$ cat src/rtl/jt7759_romarb.sv
// Two-client round-robin arbiter sharing one ROM byte port, with a one-byte
// tagged cache per client so a repeated address is answered without a fetch.
module jt7759_romarb #(
    parameter int AW = 17
) (
    input  logic          clk,
    input  logic          rst,
    input  logic          a_cs,
    input  logic [AW-1:0] a_addr,
    output logic [7:0]    a_data,
    output logic          a_ok,
    input  logic          b_cs,
    input  logic [AW-1:0] b_addr,
    output logic [7:0]    b_data,
    output logic          b_ok,
    output logic          rom_cs,
    output logic [AW-1:0] rom_addr,
    input  logic [7:0]    rom_data,
    input  logic          rom_ok
);

    typedef enum logic [1:0] {IDLE, ISSUE, WAIT} state_t;

    state_t        state;
    logic [AW-1:0] a_tag, b_tag;
    logic          a_valid, b_valid;
    logic          gnt_b;
    logic          last_b;
    logic          a_hit, b_hit, a_pend, b_pend;

    assign a_hit  = a_valid && (a_addr == a_tag);
    assign b_hit  = b_valid && (b_addr == b_tag);
    assign a_ok   = a_cs && a_hit;
    assign b_ok   = b_cs && b_hit;
    assign a_pend = a_cs && !a_hit;
    assign b_pend = b_cs && !b_hit;

    always_ff @(posedge clk or posedge rst) begin
        if (rst) begin
            state    <= IDLE;
            rom_cs   <= 1'b0;
            rom_addr <= '0;
            a_data   <= 8'd0;
            b_data   <= 8'd0;
            a_tag    <= '0;
            b_tag    <= '0;
            a_valid  <= 1'b0;
            b_valid  <= 1'b0;
            gnt_b    <= 1'b0;
            last_b   <= 1'b1;
        end else begin
            case (state)
                IDLE: begin
                    // A wins when alone, or on a tie when B was served last
                    if (a_pend && (!b_pend || last_b)) begin
                        gnt_b    <= 1'b0;
                        rom_addr <= a_addr;
                        a_tag    <= a_addr;
                        a_valid  <= 1'b0;
                        rom_cs   <= 1'b1;
                        state    <= ISSUE;
                    end else if (b_pend) begin
                        gnt_b    <= 1'b1;
                        rom_addr <= b_addr;
                        b_tag    <= b_addr;
                        b_valid  <= 1'b0;
                        rom_cs   <= 1'b1;
                        state    <= ISSUE;
                    end else begin
                        rom_cs <= 1'b0;
                    end
                end
                // rom_ok may still belong to the previous address here
                ISSUE: state <= WAIT;
                WAIT: begin
                    if (rom_ok) begin
                        if (gnt_b) begin
                            b_data  <= rom_data;
                            b_valid <= 1'b1;
                        end else begin
                            a_data  <= rom_data;
                            a_valid <= 1'b1;
                        end
                        rom_cs <= 1'b0;
                        last_b <= gnt_b;
                        state  <= IDLE;
                    end
                end
                default: state <= IDLE;
            endcase
        end
    end

endmodule
$ cat config.mk
export PLATFORM = sky130hd
export DESIGN_NAME = jt7759_romarb
export DESIGN_NICKNAME = d
export VERILOG_FILES = /design/src/rtl/jt7759_romarb.sv
export SDC_FILE = /design/constraint.sdc
export NUM_CORES = 1
export LEC_CHECK = 0
export ABC_AREA = 0
export ABC_CLOCK_PERIOD_IN_PS = 2750
export BUFFER_PORTS_ARGS = -buffer_cell sky130_fd_sc_hd__buf_2
export CAP_MARGIN = 20
export CORE_ASPECT_RATIO = 0.8
export CORE_MARGIN = 4
export CORE_UTILIZATION = 54
export CTS_CLUSTER_DIAMETER = 40
export CTS_CLUSTER_SIZE = 10
export DETAILED_ROUTE_END_ITERATION = 16
export PLACE_DENSITY = 0.8
export SKIP_CTS_REPAIR_TIMING = 1
export SYNTH_ARGS = -nofsm -noshare
export SYNTH_HDL_FRONTEND = slang
export SYNTH_SLANG_ARGS = --single-unit
export TNS_END_PERCENT = 50
$ cat constraint.sdc
create_clock -name clk -period 2.75 [get_ports clk]
set_input_delay 0.275 -clock clk [delete_from_list [all_inputs] [get_ports clk]]
set_output_delay 0.275 -clock clk [all_outputs]
set_load 0.01 [all_outputs]
# After elaboration in Yosys (flattened, before gate mapping)
# Index checks and enable logic that the tools add are counted.
[totals]
ff_bits = 74
inputBits = 47
elab_cells = 69
[classes]
n_eq_ne = 11
mux = 21
n_bitwise = 2
n_reduce_logical = 24
[ops]
columns = ["operator", "count"]
rows = [
  ["17-bit == test", 2],
  ["17-bit two-way mux", 2],
  ["1-bit two-way mux", 12],
  ["2-bit != test (second input constant)", 6],
  ["2-bit AND reduction", 5],
  ["3-bit AND reduction", 3],
  ["1-bit logical AND", 7],
  ["2-bit two-way mux", 3],
  ["1-bit case mux with 2 select lines", 3],
  ["2-bit case mux with 3 select lines", 1],
  ["5-bit AND reduction", 1],
  ["4-bit AND reduction", 1],
  ["2-bit nonzero test", 2],
  ["1-bit zero test", 3],
  ["3-bit != test (second input constant)", 1],
  ["2-bit by 1-bit == test with 1-bit output (second input constant)", 1],
  ["2-bit == test (second input constant)", 1],
  ["2-bit zero test", 1],
  ["1-bit inverter", 2],
  ["1-bit logical OR", 1],
]

# Longest topological paths before layout
[logic_depth]
depth_word = 9
mapped_depth = 8
depth_no_buf = 6

# Worst setup path before layout
# Ideal clock, no wire load.
[synth_path]
path_kind = "register to register"
start = "register b_tag[9]"
end = "register b_tag[0]"
setup_time_ps = 125
arrival_time_ps = 2018
path_slack_ps = 607
stages_incl_launch_ff = 8
cell_sequence = "dfrtp_1 -> xnor2_1 -> nand4_1 -> nor4_4 -> a211oi_2 -> o21ai_4 -> buf_6 -> mux2_2"
[synth_between]
elab_chain_len = 9
[synth_lines]
columns = ["element", "line", "text"]
rows = [
  ["start, declared", "25", "logic [AW-1:0] a_tag, b_tag;"],
  ["start signal, assigned", "65", "b_tag <= b_addr;"],
  ["17-bit == test (*)", "32", "assign b_hit = b_valid && (b_addr == b_tag);"],
  ["1-bit logical AND (*)", "32", ""],
  ["1-bit zero test (*)", "36", "assign b_pend = b_cs && !b_hit;"],
  ["1-bit logical AND (*)", "36", ""],
  ["1-bit zero test", "55", "if (a_pend && (!b_pend || last_b)) begin"],
  ["1-bit logical OR", "55", ""],
  ["1-bit logical AND", "55", ""],
  ["1-bit inverter (no source line)", "--", ""],
  ["3-bit AND reduction (no source line) (*)", "--", ""],
]
# Every way passes the cells marked *; elsewhere a longest branch is shown, timed or not.
# A chain may end at the register's enable or synchronous reset.

# Worst setup path after layout
[layout_path]
start = "register a_tag[7]"
end = "register a_tag[8]"
[layout_between]
elab_chain_len = 6
[layout_lines]
columns = ["element", "line", "text"]
rows = [
  ["start, declared", "25", ""],
  ["start signal, assigned", "58", "a_tag <= a_addr;"],
  ["17-bit == test", "31", "assign a_hit = a_valid && (a_addr == a_tag);"],
  ["1-bit logical AND", "31", ""],
  ["1-bit zero test", "35", "assign a_pend = a_cs && !a_hit;"],
  ["1-bit logical AND", "35", ""],
  ["1-bit logical AND", "55", ""],
  ["2-bit AND reduction (no source line)", "--", ""],
]
# No other way between the ends.

==> metrics.md <==
| Metric | Value |
|---|---|
| Status | `finished, final reports clean` |
| Clk slew on worst S/H paths | `~0.080 ns` |
| Syn nets | `344` |
| Core Region | `6409 µm²` |
| CP Buf/Inv Count | `0` |
| Compound-Gate Fraction of Synth Area | `a little over 8%` |
| Die width | `99.08 µm` |
| Met1 wire length | `3721 µm` |
| Post-route ant nets | `0` |
| Cells after synthesis | `around 300` |
| Hold Fails Final Rpt | `0` |
| CTS tree | `built` |
| PortBufs | `82` |
| Synth async-reset ratio | `100.0%` |
| Delay-heaviest family, CP | `simple AND/OR/NAND/NOR gates` |
| Critical path depth | `6` |
| CP Max Fanout | `18` |
| Hold path start | `rom_data[3]` |
| Mux share of post-synthesis cell area | `17.35%` |
| Main combinational cell family by area after synthesis | `multiplexers` |
| Initial Utilization | `55.92%` |
| Gr usage total | `22.87%` |
| Kind of end point of the critical path | `flop` |
| Die height | `80.86 µm` |
| R2R cell count | `6` |
| Max layer used | `met4` |
| Site Rows | `26` |
| P&R area growth vs syn | `19.48%` |
| Drt wl/cell | `18.27 µm` |
| I/O pin count | `83` |
| Clk_skew | `0.007150 ns` |
| Yosys Warn Count | `0` |
| Final wirelength | `about 8700 µm` |
| Worst-margin pin slew | `0.8100 ns` |
| CTS Root Cell | `clkbuf_8` |
| RSZ-0062 raised after global routing | `false` |
| Diode count | `0` |
| Max Cap Viol | `0` |
| Crit path launch type | `flop` |
| Syn avg cell area | `12.07 µm²` |
| Routed wl met2 | `4269 µm` |
| WP data arrival | `2.74 ns` |
| Vias in the first global route | `2914` |
| Post-Synth XOR/XNOR Area | `~8.3%` |
| Rel. slew slack | `between 40% and 50%` |
| Hold slack final | `around 0.17 ns` |
| Share of post-route cells with drive strength above 1 | `42.20%` |
| Post-synth EDFFs | `0` |
| Yosys reg bits | `74` |
| Later-pin clock latency in the skew report | `0.35 ns` |
| Post-Synth Simple-Gate Area | `11.98%` |
| Number of library cell types mapped by synthesis | `36` |
| Adder-cell share of the synthesized area | `0%` |
| Total CTS buffers | `9` |
| CP startpoint | `a_tag[7]$_DFFE_PP0P_` |
| Leakage | `1.897 nW` |
| Largest net degree at the start of global routing | `37` |
| Die area | `8011 µm²` |
| Net count, final | `433` |
| Req. time, crit path | `2.98 ns` |
| Crit-path max cell delay | `0.64 ns` |
| Final Setup Violations | `0` |
| CP Cell Sequence | `xor2_1 > nor4_1 > and3_1 > a21oi_2 > nand3_4 > mux2_4` |
| Clock sinks | `74` |
| Starting DRT DRC Count | `140` |
| CP max stage cell | `a21oi_2` |
| Routed vias/inst | `5.745` |
| Setup TNS Final | `0 ns` |
| Min-Delay Path Depth | `2` |
| Detailed Routing Iterations Pass 1 | `4` |
| Tmin final | `2.507 ns` |
| CTS H-tree lvls | `3` |
| Main synth FF type | `dfrtp_1` |
| Routed vias | `2729` |
| HP Class | `input port to flop` |
| Syn Std Cell Area | `3583 µm²` |
| GRT Residual Overflow | `0` |
| First-pass GRT wire length | `14070 µm` |
| Initial antenna violation count | `0` |
| Register area share after synthesis | `51.71%` |
| Max Clk Rate | `roughly 0.4 GHz` |
| Fin crit share | `about nine tenths` |
| HPWL after DPL | `6537 µm` |
| Slew Viols, Final | `0` |
| Final core occ | `66.81%` |
| Placer Congestion | `0.8256` |
| Peak VDD IR | `approximately 0.64 mV` |
| PwrDens | `1130 nW/µm²` |
| Residual DRC | `0` |
| CTS Buffer Depth | `2` |
| Kind of critical path | `flop to flop` |
| DR WL met3 | `598 µm` |
| Reg2reg start | `a_tag[7]$_DFFE_PP0P_` |
==> layout by cell type (no fill, tap or decap), types with 3 or more instances in the layout <==
master    instances
buf_2            82
dfrtp_1          73
mux2_2           40
xnor2_1          30
nor3_1           19
o21ai_0          19
a31oi_1          18
nand3_1          18
nand4_1          13
mux2_4           10
clkbuf_8          9
nand2_1           7
buf_4             7
xor2_1            4
inv_1             3
clkinv_2          3
==> sequential cells by signal, indices dropped and copies added (netlist names) <==
register and cells:
a_tag 17, b_tag 17, rom_addr 17, a_data 8, b_data 8, state 2
a_valid 1, b_valid 1, gnt_b 1, last_b 1, rom_cs 1
==> cell families (layout without fill, tap and decap cells) <==
group	count (synthesis)	in the layout
and+or+nand+nor	75	75
DFF	74	74
muxes	52	52
AOI/OAI and AO/OA	46	46
xor gates and xnor gates	34	34
buffers and inverters	16	110
==> power breakdown <==
| part | total (mW) | internal (mW) | switching, mW |
|---|---|---|---|
| Sequential | 2.02 | 1.65 | 0.372 |
| Clock | 0.825 | 0.417 | 0.408 |
| Combinational | 1.99 | 0.999 | 0.995 |
==> path summary, 6_finish.rpt <==
| path | to | slack [ns] |
|---|---|---|
| max in group asynchronous | rom_addr[8]$_DFFE_PP0P_ | 1.62 |
| hold reg to reg | rom_cs$_DFFE_PP0P_ | 0.48 |
| setup / recovery | a_tag[8]$_DFFE_PP0P_ | 0.24 |
| hold / removal | b_data[3]$_DFFE_PP0P_ | 0.17 |
| min in group asynchronous | a_data[1]$_DFFE_PP0P_ | 0.39 |
| setup reg to reg | a_tag[8]$_DFFE_PP0P_ | 0.24 |
==> routing by layer <==
layer / up-vias / track usage, %
met5: - / 0
met4: 0 / 6.548
met3: 7 / 7.554
met2: 106 / 36.66
met1: 1351 / 30.03
li1: 1265 / -
==> synthesized netlist by cell type (2+ instances only) <==
master     n  share of area (%)
dfrtp_1   73                 51
o21ai_0   19                2.7
nor2b_1    2               0.35
nand2_1    7               0.73
nand4_1   13                2.3
nand2b_1   2               0.35
nor2_1     2               0.21
buf_6      3               0.94
a21o_1     2               0.42
nor4_1     2               0.35
clkbuf_1   5               0.52
nand3_1   18                2.5
inv_1      4               0.42
a21oi_2    2               0.49
xnor2_1   30                7.3
and3_1     2               0.35
xor2_1     4               0.98
nor3b_1    2               0.42
nor3_1    19                2.7
mux2_2    40                 13
buf_2      4               0.56
or2_2      2               0.35
a31oi_1   18                3.1
mux2_4    10                4.2
==> final cells by class <==
class	count	area (µm²)
clock buffer	9	123.9
clock inverter	7	68.82
fill	501	2127
inverter	4	15.01
multi-input combinational	207	1643
sequential	74	1853
tap	84	105.1
timing repair buffer	90	473.0
==> stage by stage <==
stage               cells  area [µm²]  setup slack, ns  power [mW]
finish                475        4282           0.2433       4.839
global route          475        4282          0.04378       5.142
CTS                   474        4272           0.2403       4.862
detailed placement    458        4079           0.2492       4.017
global placement      458        4079           0.3274       3.892
floorplan             297        3583           0.5950       3.357
Power figures use the tool's default switching activity.
